$ cat src/rtl/spm_seq_wrap.sv
// Signed serial/parallel multiplier. x is held in parallel and y is streamed LSB-first
// through a carry-save array, producing one product bit per cycle over 2*WIDTH cycles.
module spm_seq_wrap #(
   parameter int WIDTH = 32
) (
   input  logic               clk,
   input  logic               rst,
   input  logic               in_valid,
   output logic               in_ready,
   input  logic [WIDTH-1:0]   x,
   input  logic [WIDTH-1:0]   y,
   output logic               p_valid,
   input  logic               p_ready,
   output logic [2*WIDTH-1:0] p,
   output logic               busy
);

   localparam int CNT_W = $clog2(2*WIDTH);
   localparam logic [CNT_W-1:0] CNT_LAST = CNT_W'(2*WIDTH-1);
   localparam logic [CNT_W-1:0] CNT_SIGN = CNT_W'(WIDTH);

   typedef enum logic [1:0] {
      S_IDLE,
      S_RUN,
      S_DONE
   } state_t;

   state_t               r_state;
   state_t               w_state_nxt;
   logic [CNT_W-1:0]     r_cnt;
   logic [WIDTH-1:0]     r_x;
   logic [WIDTH-1:0]     r_y;
   logic [WIDTH-1:0]     r_sum;
   logic [WIDTH-1:0]     r_carry;
   logic [2*WIDTH-1:0]   r_p;

   logic                 w_ybit;
   logic                 w_last;
   logic                 w_accept;
   logic [WIDTH-1:0]     w_pp;
   logic [WIDTH-1:0]     w_sin;
   logic [WIDTH-1:0]     w_sum;
   logic [WIDTH-1:0]     w_carry;

   assign w_last   = (r_cnt == CNT_LAST);
   assign w_accept = in_valid && (r_state == S_IDLE);
   assign p        = r_p;

   always_ff @(posedge clk or posedge rst) begin
      if (rst) begin
         r_state <= S_IDLE;
      end else begin
         r_state <= w_state_nxt;
      end
   end

   // NOTE: every signal driven here gets a default first, so no path can leave one unassigned and infer a latch.
   always_comb begin
      w_state_nxt = r_state;
      in_ready    = 1'b0;
      p_valid     = 1'b0;
      busy        = 1'b0;
      unique case (r_state)
         S_IDLE: begin
            in_ready = 1'b1;
            if (in_valid) w_state_nxt = S_RUN;
         end
         S_RUN: begin
            busy = 1'b1;
            if (w_last) w_state_nxt = S_DONE;
         end
         S_DONE: begin
            p_valid = 1'b1;
            if (p_ready) w_state_nxt = S_IDLE;
         end
         default: w_state_nxt = S_IDLE;
      endcase
   end

   // After the first WIDTH cycles the multiplier stream continues with its sign bit.
   always_comb begin
      w_ybit = r_y[WIDTH-1];
      if (r_cnt < CNT_SIGN) w_ybit = r_y[r_cnt[CNT_W-2:0]];
   end

   // Cells 0..WIDTH-2 are serial full adders fed by the registered sum of the cell above.
   // The top cell is a serial subtractor (0 - pp) with a borrow flop, so the x sign bit
   // enters the array with negative weight.
   always_comb begin
      w_pp    = r_x & {WIDTH{w_ybit}};
      w_sin   = {1'b0, r_sum[WIDTH-1:1]};
      w_sum   = w_pp ^ w_sin ^ r_carry;
      w_carry = (w_pp & w_sin) | (w_pp & r_carry) | (w_sin & r_carry);
      w_carry[WIDTH-1] = w_pp[WIDTH-1] | r_carry[WIDTH-1];
   end

   // NOTE: sequential state is updated with non-blocking assignments so all flops see pre-edge values.
   always_ff @(posedge clk or posedge rst) begin
      if (rst) begin
         r_cnt   <= '0;
         r_x     <= '0;
         r_y     <= '0;
         r_sum   <= '0;
         r_carry <= '0;
         r_p     <= '0;
      end else begin
         if (w_accept) begin
            r_x     <= x;
            r_y     <= y;
            r_cnt   <= '0;
            r_sum   <= '0;
            r_carry <= '0;
            r_p     <= '0;
         end else if (r_state == S_RUN) begin
            r_sum      <= w_sum;
            r_carry    <= w_carry;
            r_p[r_cnt] <= w_sum[0];
            r_cnt      <= r_cnt + 1'b1;
         end
      end
   end

endmodule

$ cat config.mk
export PLATFORM = sky130hd
export DESIGN_NAME = spm_seq_wrap
export DESIGN_NICKNAME = d
export VERILOG_FILES = /design/src/rtl/spm_seq_wrap.sv
export SDC_FILE = /design/constraint.sdc
export NUM_CORES = 1
export LEC_CHECK = 0
export CAP_MARGIN = 15
export CORE_MARGIN = 4
export CORE_UTILIZATION = 55
export CTS_CLUSTER_DIAMETER = 150
export DETAILED_ROUTE_END_ITERATION = 6
export PLACE_DENSITY = 0.78
export SETUP_SLACK_MARGIN = 0.4
export SYNTH_ARGS = -nofsm -noshare
export SYNTH_HDL_FRONTEND = slang
export SYNTH_SLANG_ARGS = --single-unit
$ cat constraint.sdc
create_clock -name clk -period 12.7 [get_ports clk]
set_clock_uncertainty 0.15 [all_clocks]
set_input_delay 2.54 -clock clk [delete_from_list [all_inputs] [get_ports clk]]
set_output_delay 2.54 -clock clk [all_outputs]
set_load 0.02 [all_outputs]
# == After elaboration in Yosys (flattened, before gate mapping) ==
# Index checks and enable logic that the tools add are counted.
# totals
reg_bits,200
input_bits,68
out_inout_bits,67
word_cells,53
# op_classes
n_addsub,1
order_cmp,4
eq_ne,6
mux,21
bitwise,9
reduce_logical,5
# ops
cell,n
2-to-1 mux 32 bit,4
2-to-1 mux 64 bit,2
AND 31 bit,3
bitwise mux 64 bit,1
bitwise OR 31 bit,2
AND 32 bit,1
bitwise XOR 32 x 31 -> 32 bit,1
bitwise XOR 32 bit,1
2-to-1 mux 6 bit,2
"< comparator 6 x 7 -> 1 bit, second input constant",1
"adder 6 x 1 -> 6 bit, second input constant",1
demux 1 bit (select 6 bit),1
"equality test 6 bit, second input constant",1
"greater-or-equal comparator 6 x 1 -> 1 bit, second input constant",1
"< comparator 5 x 6 -> 1 bit, second input constant",1
"< comparator 6 bit, second input constant",1
2-to-1 mux 1 bit,6
2-to-1 mux 2 bit,3
"!= test 2 bit, second input constant",3
one-hot mux 2 bit (3 select lines),1
binary-select mux 1 bit (select 5 bit),1
AND reduction 3 bit,1
"equality test 2 x 1 -> 1 bit, second input constant",1
"equality test 2 bit, second input constant",1
4 further kinds,5

# == Depth between registers and ports, before layout ==
# depth
ltp_word,9
mapped_depth,12
depth_no_buf,7

# == Worst setup path after synthesis ==
# Ideal clock, no wire load.
# synth_path
kind,input-to-reg
start,input in_valid
end,register r_cnt[2]
setup_time_ps,132
t_arrival_ps,3430
t_required_ps,12418
slack_ps,8988
path_stages,5
path_buffers,3
cell_sequence,and2_1 > clkbuf_1 > clkbuf_1 > clkbuf_1 > nor2_1
# synth_via
elab_chain_cells,2
word_cells_on_any_way,3
cone_classes,mux: 1; reduce/logical: 2
# synth_lines
item,line_no,source
"start, declared",8,"input logic in_valid,"
logical AND 1 bit (*),46,assign w_accept = in_valid && (r_state == S_IDLE);
2-to-1 mux 6 bit or nonzero test 2 bit (tied branches),-,
"end signal, assigned",118,r_cnt <= r_cnt + 1'b1;
"end, declared",30,logic [CNT_W-1:0] r_cnt;
# Mark *: on every way between the ends. The rest lies on a longest branch, timed or not.
# A chain may end at the register's enable or synchronous reset.

# == Final worst setup path ==
# layout_path
start,register r_state[0]
end,output in_ready
# layout_via
elab_chain_cells,2
# layout_lines
item,line_no,source
"start, declared",28,state_t r_state;
"start signal, assigned",53,r_state <= w_state_nxt;
logical NOT 2 bit,63,unique case (r_state)
2-to-1 mux 1 bit,63,
"end, declared",9,"output logic in_ready,"
# No other way between the ends.

==> flow_summary.toml <==
[min_path]
min_from = "r_y[14]"
holdPathStages = 2
worstHoldEndpoint = "r_y[14]"
hp-class = "flip-flop to flip-flop"

[routing]
viasPerCell = 5.802
vias = 7444
routedWlPerCell_um = 17.67
dr.first_iter.drc_count = 670
drtAntennaViolNets = 0
detail_route.first_pass.iterations = 5
drc_errors = 0
drt_wl_total_um = 22670

[place]
dp_hpwl_um = 13770
gp_congestion = 0.7722
numPortBuffers = 134

[setup_path]
required_ns = 10.01
reg2reg_from = "r_cnt[2]"
crit_arrival_ns = 1.96
cp-start-kind = "flip-flop"
path_max_fanout = 4
cp-end-kind = "primary output"
crit_type = "flip-flop to primary output"
rrSetupSlack_ns = 8.20
worst_r2r_endpoint = "p[5]"
r2r_cells = 8

[die]
start_util_pct = 56.27
rows = 48
die_w_um = 141.0
die_height_um = 141.0
coreArea_um2 = 17300
ios = 135
dieArea_um2 = 19890

[clocking]
clkTransAtPathRegs_ns = 0.08
clkSinkCount = 199
cts_max_path_buffers = 2
cts_tree = "yes"
post_cts_buffers = 0
ctsResizeCount = 0
htreeDepth = 4
holdBufCountCts = 0
cts_buffers = 17
ctsRootBufferMaster = "clkbuf_16"
clock_latency_ns = 0.43

[logic_synthesis]
syn-instance-count = 974
synthesis.area_um2 = 9733
synth_seq_cells = 199
synthFlopType = "dfrtp_1"
yosys_warnings = 0
yosysUniqueCellTypes = 47
postSynthAreaPerCell_um2 = 9.993
async_reset_ff_share_pct = 100.0
synth_edf_count = 0
synth.net_count = 1075
synth_seq_area_share_pct = 51.16

[finish]
fillers = 1319
final_cell_mix = "nand2_1, dfrtp_1, clkdlybuf4s50_1"
seq_area_um2 = 4980
antenna_cells = 0
synthToLayoutAreaGrowth_pct = 19.89
nNetsFinal = 1146
drive_gt1_share_pct = 9.168
final_common_cell = "nand2_1"
multi_input_area_um2 = 4119

[timing]
maxSlewViolCount = 0
slew_headroom_pct = 26.54
hold_ws_ns = 0.3319
min_period_ns = 4.649
max_freq_mhz = 215.1
period_share_pct = 36.61
grt_setup_unrepaired = "no"
setup_violations = 0
worst_pin_slew_ns = 1.097
fin_tns_setup_ns = 0
finalHoldViolCount = 0

[grt]
overflow = 0
grt_max_degree = 146
grt_pass1_vias = 7499
antenna_found_initial = 0
track_usage_pct = 23.59
grt_pass1_wl_um = 37910

[status]
status = "completed"

[power_and_ir_drop]
intPower_uw = 1672
pwr_density_cell_nw_per_um2 = 249.4
p_sw_share_pct = 42.52
p_switching_uw = 1237
leakagePower_uw = 0.004997
power_uw = 2910
power_frac_clock_pct = 18.0
pwr-share-seq_pct = 38.3
combPwrFrac_pct = 43.7
vdd_ir_drop_max_uv = 196.4

[job]
max_cap_violations = 0
sequential cells by signal, indices dropped and copies added, names as in the netlist:
name     flops
p           64
r_carry     32
r_x         32
r_y         32
r_sum       31
r_cnt        6
r_state      2
logic make-up after synthesis:
| logic type | Yosys count | synth area share [%] |
|---|---|---|
| simple gates | 330 | 15.17 |
| compound gates | 237 | 18.27 |
| flops | 199 | 51.16 |
| buf+inv | 163 | 6.967 |
| fa+ha+maj | 33 | 6.633 |
| mux | 10 | 1.620 |
| xor+xnor | 2 | 0.1800 |
per-stage QoR:
step,setup WS [ns],utilization [%],instances,cell area (µm²)
floorplan,4.584,-,974,9733
global placement,7.860,63.98,1249,11070
detailed placement,7.814,63.98,1249,11070
CTS,8.033,67.24,1281,11630
global route,7.921,67.46,1283,11670
finish,8.051,67.46,1283,11670
area by class of cell:
cell class | count | share of cell area [%]
clock buffer | 18 | 3.678
sequential | 199 | 42.68
clock inverter | 14 | 1.147
timing repair buffer | 147 | 12.53
tap | 225 | 2.413
multi-input combinational | 612 | 35.30
inverter | 68 | 2.252
layer usage:
layer / track usage [%] / routed length, µm / vias to the layer above
li1: - / - / 3487
met1: 33.46 / 9900 / 3705
met2: 37.55 / 11070 / 222
met3: 4.579 / 1334 / 30
met4: 6.680 / 363 / 0
met5: 0 / 0 / -
worst max-delay path by stage:
stage,start,endpoint,slack [ns],cells after the start
after floorplan,rst,p[0],4.58,1
after global placement,in_valid,r_cnt[1],7.86,4
after detailed placement,in_valid,r_cnt[1],7.81,4
after CTS,r_state[0],in_ready,8.03,2
after global routing,r_cnt[2],p[4],7.92,8
final,r_state[0],in_ready,8.05,2
power groups by stage:
stage	clock network (µW)	logic, µW	registers [µW]
5_1_grt	557	1450	1140
2_1_floorplan	0	888	1110
4_1_cts	531	1280	1110
3_5_place_dp	0	1260	1110
3_3_place_gp	0	1210	1110
6_report	523	1270	1110
cell usage after synthesis (all sizes together) (4+ instances only):
| library cell | count | area share, % |
|---|---|---|
| nand2 | 206 | 7.9 |
| dfrtp | 199 | 51 |
| o21ai | 72 | 3.7 |
| inv | 68 | 2.6 |
| nand3 | 68 | 3.5 |
| clkbuf | 66 | 2.5 |
| a21oi | 64 | 3.3 |
| a311oi | 49 | 4.4 |
| o41ai | 36 | 5.6 |
| fa | 31 | 6.4 |
| buf | 29 | 1.8 |
| nor2 | 10 | 0.39 |
| nand2b | 9 | 0.58 |
| nor3 | 7 | 0.46 |
| or3 | 7 | 0.45 |
| or3b | 7 | 0.63 |
| mux2i | 6 | 0.62 |
| o31ai | 5 | 0.39 |
| mux4 | 4 | 1.0 |
worst max-delay path, cell delays in order (launching register included):
cell and delay (ns):
dfrtp_1 0.44, nor2_1 0.39, clkdlybuf4s50_1 0.69
Power figures use the tool's default switching activity.
